`config.mk`:
```
export PLATFORM = sky130hd
export DESIGN_NAME = timer_counter
export DESIGN_NICKNAME = d
export VERILOG_FILES = /design/src/rtl/timer_counter_pkg.sv /design/src/rtl/reg_n.sv /design/src/rtl/timer_counter.sv
export SDC_FILE = /design/constraint.sdc
export NUM_CORES = 1
export LEC_CHECK = 0
export CORE_UTILIZATION = 40
export DETAILED_ROUTE_END_ITERATION = 6
export PLACE_DENSITY = 0.62
export SYNTH_ARGS = -nofsm -noshare
export SYNTH_HDL_FRONTEND = slang
export SYNTH_SLANG_ARGS = --single-unit
```
`constraint.sdc`:
```
create_clock -name clk -period 3.5 [get_ports clk]
set_input_delay 0.7 -clock clk [delete_from_list [all_inputs] [get_ports clk]]
set_output_delay 0.7 -clock clk [all_outputs]
set_load 0.02 [all_outputs]
```
`src/rtl/timer_counter_pkg.sv`:
```
// Shared defaults and FSM state encoding for the Morse pulse-duration recorder.
package timer_counter_pkg;

   localparam int WID_DEF     = 32;
   localparam int NSLOT_DEF   = 5;
   localparam int END_GAP_DEF = 30;

   typedef enum logic [1:0] {
      ST_IDLE = 2'd0,
      ST_HIGH = 2'd1,
      ST_GAP  = 2'd2,
      ST_DONE = 2'd3
   } state_t;

endpackage

```
`src/rtl/reg_n.sv`:
```
// N-bit register with write enable and synchronous active-high reset.
module reg_n #(
   parameter int N = 1
) (
   input  logic         clk,
   input  logic         reset,
   input  logic         we,
   input  logic [N-1:0] d,
   output logic [N-1:0] q
);

   // Load d when enabled; reset clears to zero.
   always_ff @(posedge clk) begin
      if (reset)   q <= '0;
      else if (we) q <= d;
   end

endmodule

```
`src/rtl/timer_counter.sv`:
```
// Pulse-duration recorder: measures each high pulse of a synchronous key
// level, stores up to NSLOT durations, and flags end-of-message after a
// low gap longer than END_GAP cycles.
//
// Handshake: there is no valid/ready pair. m_end is a sticky completion
// flag; valid qualifies it (1..NSLOT pulses captured). Both are registered,
// rise together and hold until reset. dbg_state mirrors the FSM state.
module timer_counter
   import timer_counter_pkg::*;
#(
   parameter int WID     = WID_DEF,
   parameter int NSLOT   = NSLOT_DEF,
   parameter int END_GAP = END_GAP_DEF
) (
   input  logic                 clk,
   input  logic                 reset,
   input  logic                 sig_in,
   output logic [NSLOT*WID-1:0] value,
   output logic [2:0]           npulse,
   output logic                 m_end,
   output logic                 valid,
   output logic [1:0]           dbg_state
);

   localparam logic [2:0]     NSLOT_N = 3'(NSLOT);
   localparam logic [2:0]     NMAX_N  = 3'(NSLOT + 1);
   localparam logic [WID-1:0] ONE     = WID'(1);
   localparam logic [WID-1:0] GAP_END = WID'(END_GAP + 1);

   state_t         state;
   logic [WID-1:0] cnt;
   logic           s_q;
   logic           s_prev;
   logic           rise;
   logic           fall;
   logic [WID-1:0] cnt_inc;
   logic           gap_hit;
   logic           store;

   // Single input sample stage; the key level is already synchronous.
   reg_n #(.N(1)) u_sample (
      .clk   (clk),
      .reset (reset),
      .we    (1'b1),
      .d     (sig_in),
      .q     (s_q)
   );

   assign rise    = s_q & ~s_prev;
   assign fall    = ~s_q & s_prev;
   // Counter saturates at all ones so a stuck-high key never wraps.
   assign cnt_inc = (&cnt) ? cnt : cnt + ONE;
   // Threshold fires on the edge where the low count would pass END_GAP.
   assign gap_hit = (cnt_inc == GAP_END);
   assign store   = (state == ST_HIGH) && fall && (npulse < NSLOT_N);

   // Capture bank: slot npulse takes the counter on the falling edge.
   for (genvar i = 0; i < NSLOT; i++) begin : g_slot
      reg_n #(.N(WID)) u_slot (
         .clk   (clk),
         .reset (reset),
         .we    (store && (npulse == 3'(i))),
         .d     (cnt),
         .q     (value[WID*i +: WID])
      );
   end

   // Measurement FSM with inline duration counter and registered flags.
   always_ff @(posedge clk) begin
      if (reset) begin
         state  <= ST_IDLE;
         cnt    <= '0;
         npulse <= '0;
         m_end  <= 1'b0;
         valid  <= 1'b0;
         s_prev <= 1'b0;
      end else begin
         s_prev <= s_q;
         case (state)
            ST_IDLE: begin
               cnt <= '0;
               if (rise) begin
                  state <= ST_HIGH;
                  cnt   <= ONE;
               end
            end
            ST_HIGH: begin
               if (fall) begin
                  npulse <= (npulse == NMAX_N) ? npulse : npulse + 3'd1;
                  cnt    <= ONE;
                  state  <= ST_GAP;
               end else begin
                  cnt <= cnt_inc;
               end
            end
            ST_GAP: begin
               // A rise in the threshold cycle still starts a new pulse.
               if (rise) begin
                  cnt   <= ONE;
                  state <= ST_HIGH;
               end else if (gap_hit) begin
                  cnt   <= cnt_inc;
                  state <= ST_DONE;
                  m_end <= 1'b1;
                  valid <= (npulse >= 3'd1) && (npulse <= NSLOT_N);
               end else begin
                  cnt <= cnt_inc;
               end
            end
            default: begin
               // Message complete: everything frozen until reset.
               state <= ST_DONE;
            end
         endcase
      end
   end

   assign dbg_state = state;

endmodule

```
==> out/qor.txt <==
F_max: 0.3070 GHz
Worst endpoint data arrival time: 3650 ps
Fin crit share: 93.06%
Final ANT Viol Nets: 0
Register bit total from synthesis: 201
Total GRT Usage: 25.54%
Critical path fanouts, max: 14
Post-route DRC: 0
Initial DRT Pass Iterations: 5
Worst skew pair latency: 520 ps
CTS Buf Count: 22
Status: finished clean
Met3 WL post-DR: 1706 µm
Most numerous cell in the Yosys netlist: nand2_1
IO buf count: 169
Synth Area in Compound Gates: 18.03%
Post-synth ARST share: 0%
Die extent in x: 148.6 µm
Sequential share of the synthesized area: 46.83%
Sw Pwr: 1.236 mW
Area contributors post-synth: dfxtp_1 (47%), nand2_1 (15%), a21oi_1 (12%), clkbuf_1 (3.8%), nor2_1 (2.4%)
Layout area overhead: 32.41%
Setup violators final: 0
WL met1: 13,120 µm
Via Count: 8,347
WP data required: 3890 ps
Number of setup buffers added after CTS: 0
Vias in the first global route: 7,512
Boundary Pins: 170
Sequential power share: 45.4%
Die H: 148.6 µm
CP Launch Type: flip-flop
Largest family of logic cells by synthesized area: simple AND/OR/NAND/NOR gates
Min cycle time layout: 3257 ps
Delay-heaviest family, CP: simple AND/OR/NAND/NOR gates
Clock group share of total power: 45.9%
Slew margin rel.: 38.24%
Post_cts resized: 0
Leak: 3.819 nW
Clock skew: 17.03 ps
Post-Synth Simple-Gate Area: 26.65%
Yosys warnings: 0
Setup TNS: 0 ps
Mapped Cells: 1,137
Routed length per instance: 18.29 µm
GR Overflow Total: 0
Vias per cell: 5.323
Clk sinks: 201
Post-DP HPWL: 19,050 µm
Filler cell count in the final layout: 2,008
Initial antenna violation count: 0
PnR Total Power: 5.102 mW
Biggest area consumer among synthesized cells: dfxtp_1
First-pass GRT wire length: 43,840 µm
List of most frequent post-synthesis cells: nand2_1 (349), a21oi_1 (202), dfxtp_1 (201)
Final hold viol count: 0
RSZ-0062 raised after global routing: false
Syn_area_per_cell: 7.558 µm²
Overall routed net length: 28,680 µm
Largest net degree at the start of global routing: 85
Crit. End Element: flip-flop
H-tree Lvls: 1
Setup Crit Path Kind: reg -> reg
CP max stage cell: dfxtp_1
Core ar.: 21,020 µm²
Row cnt: 53
Wire length on met2: 13,350 µm
CTS tree: built
Buffer and inverter count on the worst path: 0
Worst VDD drop: 0.3272 mV
Mux share of post-synthesis cell area: 0.5242%
Share of the synthesized area in the top cell type: 46.83%
Worst Max-Slew Pin Slew: 926.4 ps
CTS Root Cell: clkbuf_16
Worst-path cell chain: and3_1, nand3_1, mux2i_1, or4_1, a2111o_1, or4_4, o31ai_4, a21oi_2, mux2_4
Drt first-iter violations: 632
Maxcap violations: 0
Clock buffer depth: 3
Synthesized area: 8593 µm²
Die area: 22,070 µm²
Synth Area in XOR/XNOR: 1.019%
Switching Fraction: 24.23%
Max incr delay on CP: 580 ps
Fraction of layout instances using a drive strength above 1: 8.353%
Synth Area in Adders: 1.602%
Clock Pin Slew Worst Setup and Hold Paths: 60 ps
Final antenna diode count: 0
Pwr per Cell Area: 448.4 nW/µm²
Highest routed layer: met4
Gpl congestion: 0.9174
Starting Density: 40.88%
EDFF count, synth: 0
Final Net Count: 1,293
Netlist cell types: 57
Most used DFF post-synth: dfxtp_1
Comb pwr share: 8.7%
Type of the worst min-delay path: reg -> reg
Syn Nets: 1,151
Internal Power: 3.866 mW
Multi-input gate area: 4118 µm²
Register Area: 4024 µm²
Max Slew Vio Count: 0
Number of hold buffers added after cts: 0
-- cell type report --
type	count	area share [%]
timing repair buffer	222	18.59
multi-input combinational	819	36.19
sequential	201	35.36
clock buffer	33	5.641
clock inverter	5	0.7587
inverter	13	0.4289
tap	275	3.024
-- power groups by stage --
| stage | Combinational, mW | Sequential, mW | Clock (mW) |
|---|---|---|---|
| 2_1_floorplan | 0.294 | 2.38 | 0 |
| 3_3_place_gp | 0.438 | 2.37 | 0 |
| 3_5_place_dp | 0.437 | 2.37 | 0 |
| 4_1_cts | 0.440 | 2.32 | 2.38 |
| 5_1_grt | 0.483 | 2.32 | 2.49 |
| 6_report | 0.445 | 2.32 | 2.34 |
-- worst paths after layout --
| path | startpoint | end | slack [ps] | depth (start not counted) |
|---|---|---|---|---|
| worst min register to register | g_slot[2].u_slot.q[22] | g_slot[2].u_slot.q[22] | 450 | 2 |
| worst min-delay path | g_slot[2].u_slot.q[22] | g_slot[2].u_slot.q[22] | 450 | 2 |
| worst max-delay path | cnt[6] | dbg_state[0] | 240 | 9 |
| worst max register to register | cnt[6] | dbg_state[0] | 240 | 9 |
-- kinds of logic (layout without fill, tap and decap cells) --
kind of cell / after synthesis / in the layout
multiplexers: 4 / 4
AO/OA/AOI/OAI: 279 / 279
buffers and inverters: 117 / 273
flip-flops: 201 / 201
XOR/XNOR: 10 / 10
adder cells (fa/ha/maj): 11 / 11
AND/OR/NAND/NOR: 515 / 515
-- tightest hold or removal path, stage by stage (launching register included) --
cell     delay (ps)
dfxtp_1         300
nand2_1          50
a21oi_1          50
-- registers in the layout (all words and copies together) (netlist names) --
register	cells
g_slot.u_slot.q	160
npulse	3
u_sample.q	1
dbg_state	2
s_prev	1
valid	1
m_end	1
cnt	32
-- layout by cell type, fill, tap and decap left out, drive strengths merged, types with 7 or more instances in the layout --
master         instances
nand2                349
a21oi                203
dfxtp                201
clkdlybuf4s50        168
nor2                  56
buf                   54
o21ai                 33
clkbuf                33
nand3                 20
nand4                 16
inv                   13
and3                  11
nor3                  11
a31oi                 11
ha                    11
or3                    9
a211oi                 9
xnor2                  7
and4                   7
-- layer usage --
layer	global-route usage, %	vias to the layer above
met3	3.742	35
met1	35.44	3931
met2	41.40	258
met5	0	-
li1	-	4123
met4	6.289	0
-- stage by stage --
stage          cells  instance area (µm²)  util [%]  hold slack, ps  setup WS (ps)
3_3_place_gp    1530                10650     50.66           440.5          287.5
5_1_grt         1568                11380     54.13           468.2          15.93
2_1_floorplan   1137                 8593         -           452.5          412.9
4_1_cts         1568                11380     54.13           454.0          220.4
3_5_place_dp    1530                10650     50.66           445.9          249.3
6_report        1568                11380     54.13           451.0          242.9
Note: power is estimated with default switching activity, not from simulation.
